## src/rtl/fpadd_wb_pkg.sv

```systemverilog
// Shared types and constants for the fpadd writeback stage.
// Optional build macro: FPADD_WB_CANON_NAN_EN (canonicalise NaN results on wb_data).
package fpadd_wb_pkg;

    // Bit positions inside the 5-bit exception flag vector {NV,DZ,OF,UF,NX}
    localparam int NV = 4;
    localparam int DZ = 3;
    localparam int OF = 2;
    localparam int UF = 1;
    localparam int NX = 0;

    // One buffered fpadd result
    typedef struct packed {
        logic [63:0] result;
        logic [4:0]  flags;
        logic        p;
        logic [4:0]  rd;
    } wb_entry_t;

    // Canonical quiet NaNs as they appear on the 64-bit write port
    localparam logic [63:0] CANON_NAN_S = 64'hFFFF_FFFF_7FC0_0000;
    localparam logic [63:0] CANON_NAN_D = 64'h7FF8_0000_0000_0000;

    // Single-precision values are NaN-boxed into the upper-ones pattern
    function automatic logic [63:0] nan_box(input logic [63:0] v, input logic p);
        logic [63:0] r;
        if (p) begin
            r = {32'hFFFF_FFFF, v[63:32]};
        end else begin
            r = v;
        end
        return r;
    endfunction

    // NaN detection: exponent all ones with a nonzero mantissa
    function automatic logic is_nan(input logic [63:0] v, input logic p);
        logic r;
        if (p) begin
            r = (v[62:55] == 8'hFF) && (v[54:32] != 23'h0);
        end else begin
            r = (v[62:52] == 11'h7FF) && (v[51:0] != 52'h0);
        end
        return r;
    endfunction

endpackage

```

## src/rtl/fpadd_wb_fifo.sv

```systemverilog
// DEPTH-entry FIFO of wb_entry_t. The occupancy counter is the single
// source of truth for full/empty; pointers simply wrap modulo DEPTH.
module fpadd_wb_fifo
    import fpadd_wb_pkg::*;
#(
    parameter int DEPTH = 2,
    parameter int AW    = 1
) (
    input  logic          clk,
    input  logic          reset,
    input  logic          push,
    input  logic          pop,
    input  wb_entry_t     wdata,
    output wb_entry_t     rdata,
    output logic [AW:0]   count,
    output logic          full,
    output logic          empty
);

    wb_entry_t         mem_r [DEPTH];
    logic [AW-1:0]     wr_ptr_r;
    logic [AW-1:0]     rd_ptr_r;
    logic [AW:0]       count_r;

    // Pointer and occupancy bookkeeping; reset discards all entries
    always_ff @(posedge clk) begin
        if (!reset) begin
            wr_ptr_r <= '0;
            rd_ptr_r <= '0;
            count_r  <= '0;
        end else begin
            if (push) begin
                wr_ptr_r <= wr_ptr_r + AW'(1);
            end
            if (pop) begin
                rd_ptr_r <= rd_ptr_r + AW'(1);
            end
            case ({push, pop})
                2'b10:   count_r <= count_r + (AW+1)'(1);
                2'b01:   count_r <= count_r - (AW+1)'(1);
                default: count_r <= count_r;
            endcase
        end
    end

    // Entry storage; contents are meaningless while the slot is unoccupied
    always_ff @(posedge clk) begin
        if (push) begin
            mem_r[wr_ptr_r] <= wdata;
        end
    end

    assign rdata = mem_r[rd_ptr_r];
    assign count = count_r;
    assign full  = (count_r == (AW+1)'(DEPTH));
    assign empty = (count_r == (AW+1)'(0));

endmodule

```

## src/rtl/fpadd_wb.sv

```systemverilog
// Writeback stage behind fpadd: buffers results, drains them to the FP
// register-file write port with NaN-boxing, and keeps the sticky fflags.
// Optional build macro: FPADD_WB_CANON_NAN_EN replaces NaN results on
// wb_data by the canonical NaN of the result's precision.
module fpadd_wb
    import fpadd_wb_pkg::*;
#(
    parameter int DEPTH = 2,
    parameter int AW    = 1
) (
    input  logic          clk,
    input  logic          reset,
    input  logic          in_valid,
    output logic          in_ready,
    input  logic [63:0]   in_result,
    input  logic [4:0]    in_flags,
    input  logic          in_p,
    input  logic [4:0]    in_rd,
    output logic          wb_valid,
    input  logic          wb_ready,
    output logic [63:0]   wb_data,
    output logic [4:0]    wb_rd,
    output logic [4:0]    fflags,
    input  logic          fflags_wr,
    input  logic [4:0]    fflags_wdata,
    output logic [AW:0]   count
);

    wb_entry_t   in_entry_s;
    wb_entry_t   head_s;
    logic        full_s;
    logic        empty_s;
    logic        push_s;
    logic        pop_s;
    logic [63:0] data_s;
    logic [4:0]  rd_s;
    logic [4:0]  fflags_r;

    // A full FIFO refuses pushes even when a pop happens in the same cycle
    assign push_s     = in_valid && !full_s;
    assign pop_s      = !empty_s && wb_ready;
    assign in_entry_s = '{result: in_result, flags: in_flags, p: in_p, rd: in_rd};

    fpadd_wb_fifo #(
        .DEPTH (DEPTH),
        .AW    (AW)
    ) u_fifo (
        .clk   (clk),
        .reset (reset),
        .push  (push_s),
        .pop   (pop_s),
        .wdata (in_entry_s),
        .rdata (head_s),
        .count (count),
        .full  (full_s),
        .empty (empty_s)
    );

    // Format the head entry for the register file; outputs read 0 when empty
    always_comb begin
        data_s = 64'h0;
        rd_s   = 5'd0;
        if (!empty_s) begin
            data_s = nan_box(head_s.result, head_s.p);
            rd_s   = head_s.rd;
`ifdef FPADD_WB_CANON_NAN_EN
            if (is_nan(head_s.result, head_s.p)) begin
                if (head_s.p) begin
                    data_s = CANON_NAN_S;
                end else begin
                    data_s = CANON_NAN_D;
                end
            end else begin
                data_s = nan_box(head_s.result, head_s.p);
            end
`endif
        end else begin
            data_s = 64'h0;
            rd_s   = 5'd0;
        end
    end

    // Sticky flags: a CSR write lands first, then the committing entry ORs in
    always_ff @(posedge clk) begin
        if (!reset) begin
            fflags_r <= 5'b0;
        end else begin
            fflags_r <= (fflags_wr ? fflags_wdata : fflags_r) |
                        (pop_s ? head_s.flags : 5'b0);
        end
    end

    assign in_ready = !full_s;
    assign wb_valid = !empty_s;
    assign wb_data  = data_s;
    assign wb_rd    = rd_s;
    assign fflags   = fflags_r;

endmodule

```

## config.mk

```make
export PLATFORM = sky130hd
export DESIGN_NAME = fpadd_wb
export DESIGN_NICKNAME = d
export VERILOG_FILES = /design/src/rtl/fpadd_wb_pkg.sv /design/src/rtl/fpadd_wb_fifo.sv /design/src/rtl/fpadd_wb.sv
export SDC_FILE = /design/constraint.sdc
export NUM_CORES = 1
export LEC_CHECK = 0
export BUFFER_PORTS_ARGS = -buffer_cell sky130_fd_sc_hd__buf_2
export CORE_ASPECT_RATIO = 1.5
export CORE_MARGIN = 4
export CORE_UTILIZATION = 28
export DETAILED_ROUTE_END_ITERATION = 12
export GPL_TIMING_DRIVEN = 0
export PLACE_DENSITY = 0.49
export SYNTH_ARGS = -nofsm -noshare
export SYNTH_HDL_FRONTEND = slang
export SYNTH_SLANG_ARGS = --single-unit
```

## constraint.sdc

```tcl
create_clock -name clk -period 8.95 [get_ports clk]
set_input_delay 1.3425 -clock clk [delete_from_list [all_inputs] [get_ports clk]]
set_output_delay 1.3425 -clock clk [all_outputs]
set_load 0.02 [all_outputs]
```

==> run summary <==
run status: complete, no violations
Synth async-reset ratio: 0
clk slew on worst S/H paths: 0.06 ns
die boundary height: 196 um
die boundary width: 133 um
CP bufs+invs: 2
minimum setup slack among reg-to-reg paths: 6.98 ns
required time at the worst-slack endpoint: 7.61 ns
Clock Skew: 0.00644 ns
signed area change from the synthesized netlist to the final layout: 28.1%
proportion of layout cells with a drive suffix above 1: 0.385
# nets final: 699
Hold-fix buffers, CTS: 0
clock period minus worst slack: 3.63 ns
Most used DFF post-synth: sky130_fd_sc_hd__edfxtp_1
final cycle utilization of the critical path: 0.405
total half-perimeter wirelength after legalization and detailed placement: 12,000 um
pins over their slew limit: 0
worst reg2reg endpoint: u_fifo.mem_r[1][65]
number of setup buffers added after CTS: 0
beginning of the worst hold path: u_fifo.rd_ptr_r
RSZ-0062 raised after global routing: no
Detailed Routing Iterations Pass 1: 4
synthesis warning total: 0
Core Region: 0.0231 sq mm
number of synthesized flops with an enable pin: 150
series of cell instances along the critical path: nor2_1, clkbuf_1, a21oi_1, buf_2
number of synthesized register bits: 160
top-level port count: 163
Clock Path Buffers: 2
final setup violation count: 0
count of cell types in the netlist: 29
average vias per placed instance: 4.35
Worst Setup Slack, final: 5.32 ns
initial DRC count: 169
total chip power: 2.89 mW
TritonCTS clock tree: yes
Initial Utilization: 0.285
mapped cell area: 0.00658 sq mm
commonest non-fill, non-tap cell in the layout: sky130_fd_sc_hd__buf_2
input/output buffers: 161
critical path class: flip-flop to output pin
WP data arrival: 2.28 ns
final hold violation count: 0
final setup TNS: 0 ns
maximum frequency from static timing analysis: 276 MHz
pin count of the biggest net entering global routing: 40
worst slew pin tran: 0.686 ns
clock latency of the later-clocked register in the worst-skew pair: 0.43 ns
Worst path max stage delay: 0.57 ns
number of cells upsized or downsized after cts: 0
number of antenna-violating nets in the routed design: 0
worst-case hold path end point: u_fifo.rd_ptr_r
instance count of the mapped netlist: 431
worst ir drop on vdd: 0.156 mV
Crit Reg-Reg Startpoint: u_fifo.count[0]
nature of the critical path startpoint: flip-flop
routed len/inst: 17.8 um
H-tree levels: 4
die area: 0.0261 sq mm
FF-to-FF path depth: 3
placement row count: 68
sequential-to-total area share from yosys stat: 0.715
sort of element at the end of the critical path: output pin
worst-path cell with the longest stage delay: sky130_fd_sc_hd__clkbuf_1
Top delay family on crit path: buffers and inverters
Place WS: 5.65 ns
number of antenna violations at the first check in global routing: 2
Max Fanout on Critical Path: 10
final cell utilization of the core: 0.366
clock sink count: 160
final routed DRC violation total: 0
syn nets: 517
Max Cap Viol: 0
via count of the first global-routing pass: 4,574
via count: 4,102
overall fraction of global-route tracks in use: 0.130
cell at the root of the clock tree: sky130_fd_sc_hd__clkbuf_16
relative slew slack: 0.541
classification of the worst-slack hold path: flip-flop to flip-flop
routed wire length: 16,800 um
overflow left after global routing: 0
number of stages on the worst hold path: 2
mean post-synth cell area: 15.3 sq um
wire length of the first global-routing pass: 25,500 um
Pleak: 3.18 nW
final RePlAce weighted congestion: 0.728
Power per Cell Area: 343 mW/mm^2
highest-count cells in the layout ignoring fill and taps: 167 x sky130_fd_sc_hd__buf_2, 150 x sky130_fd_sc_hd__edfxtp_1, 66 x sky130_fd_sc_hd__a21oi_1
Inserted Clock Buffers: 17
[layout make-up]
cell class / instances / area, sq um
diodes: 2 / 5.00
plain buffers: 26 / 188
clock buffers: 18 / 429
clock inverters: 14 / 166
fillers: 2258 / 14600
inverters: 4 / 17.5
multi-input cells: 241 / 1680
flip-flops and latches: 160 / 4700
well taps: 315 / 394
repair buffers: 163 / 846
[flip-flops by register name, summed over array words and instances, names as in the netlist, named ones only]
register and cells:
u_fifo.rd_ptr_r 1, fflags 5, u_fifo.wr_ptr_r 1, u_fifo.mem_r 150, u_fifo.count 2
[Yosys cell counts, drive strengths merged (2+ instances only)]
library cell  instances  area, sq um
nor2                 14         52.6
inv                   3         11.3
a21oi                66          330
mux2i                48          484
buf                  15          146
dfxtp                10          200
edfxtp              150         4500
xor2                  2         17.5
o21a                  5         37.5
or2                  32          200
clkbuf               11         41.3
mux2                 32          360
nand2                33          124
o21ai                 2         10.0
[cells by family after synthesis]
group / count (synthesis) / synth area share
buffers and inverters: 30 / 0.0308
xor gates and xnor gates: 3 / 0.00399
muxes: 80 / 0.128
and+or+nand+nor: 83 / 0.0612
DFF: 160 / 0.715
adders and majority gates: 1 / 0.00190
AOI/OAI and AO/OA: 74 / 0.0589
[through the flow]
| step | instance area [sq um] | hold slack (ns) | cells |
|---|---|---|---|
| floorplan | 6580 | 0.472 | 431 |
| global placement | 7780 | 0.491 | 907 |
| detailed placement | 7830 | 0.501 | 909 |
| CTS | 8420 | 0.516 | 941 |
| global route | 8430 | 0.554 | 943 |
| finish | 8430 | 0.508 | 943 |
[report_power, final]
part           internal (mW)  switching, mW
Clock                  0.437          0.299
Combinational          0.403          0.776
Sequential             0.942         0.0313
[worst register-to-register path, cell delays in order (launching register included)]
cell,delay [ns]
sky130_fd_sc_hd__dfxtp_1,0.45
sky130_fd_sc_hd__nand2b_1,0.22
sky130_fd_sc_hd__and3_4,0.59
sky130_fd_sc_hd__buf_12,0.34
[how the worst max path moves through the flow]
stage / slack [ns] / cells past startpoint / start / to
after global routing: 5.11 / 4 / u_fifo.count[0] / wb_data[47]
after CTS: 5.17 / 4 / u_fifo.count[0] / wb_data[47]
after global placement: 4.09 / 2 / in_valid / u_fifo.mem_r[1][60]
after detailed placement: 5.65 / 4 / u_fifo.count[0] / wb_data[47]
final: 5.32 / 4 / u_fifo.count[0] / wb_data[47]
after floorplan: 5.36 / 1 / in_valid / u_fifo.mem_r[1][0]
[layer usage]
layer / GRT usage / vias up / wire, um
met5: 0 / - / 0
met4: 0.0541 / 0 / 381
met3: 0.0357 / 22 / 704
met2: 0.247 / 93 / 9400
met1: 0.134 / 2010 / 6280
li1: - / 1977 / -
Power figures use the tool's default switching activity.
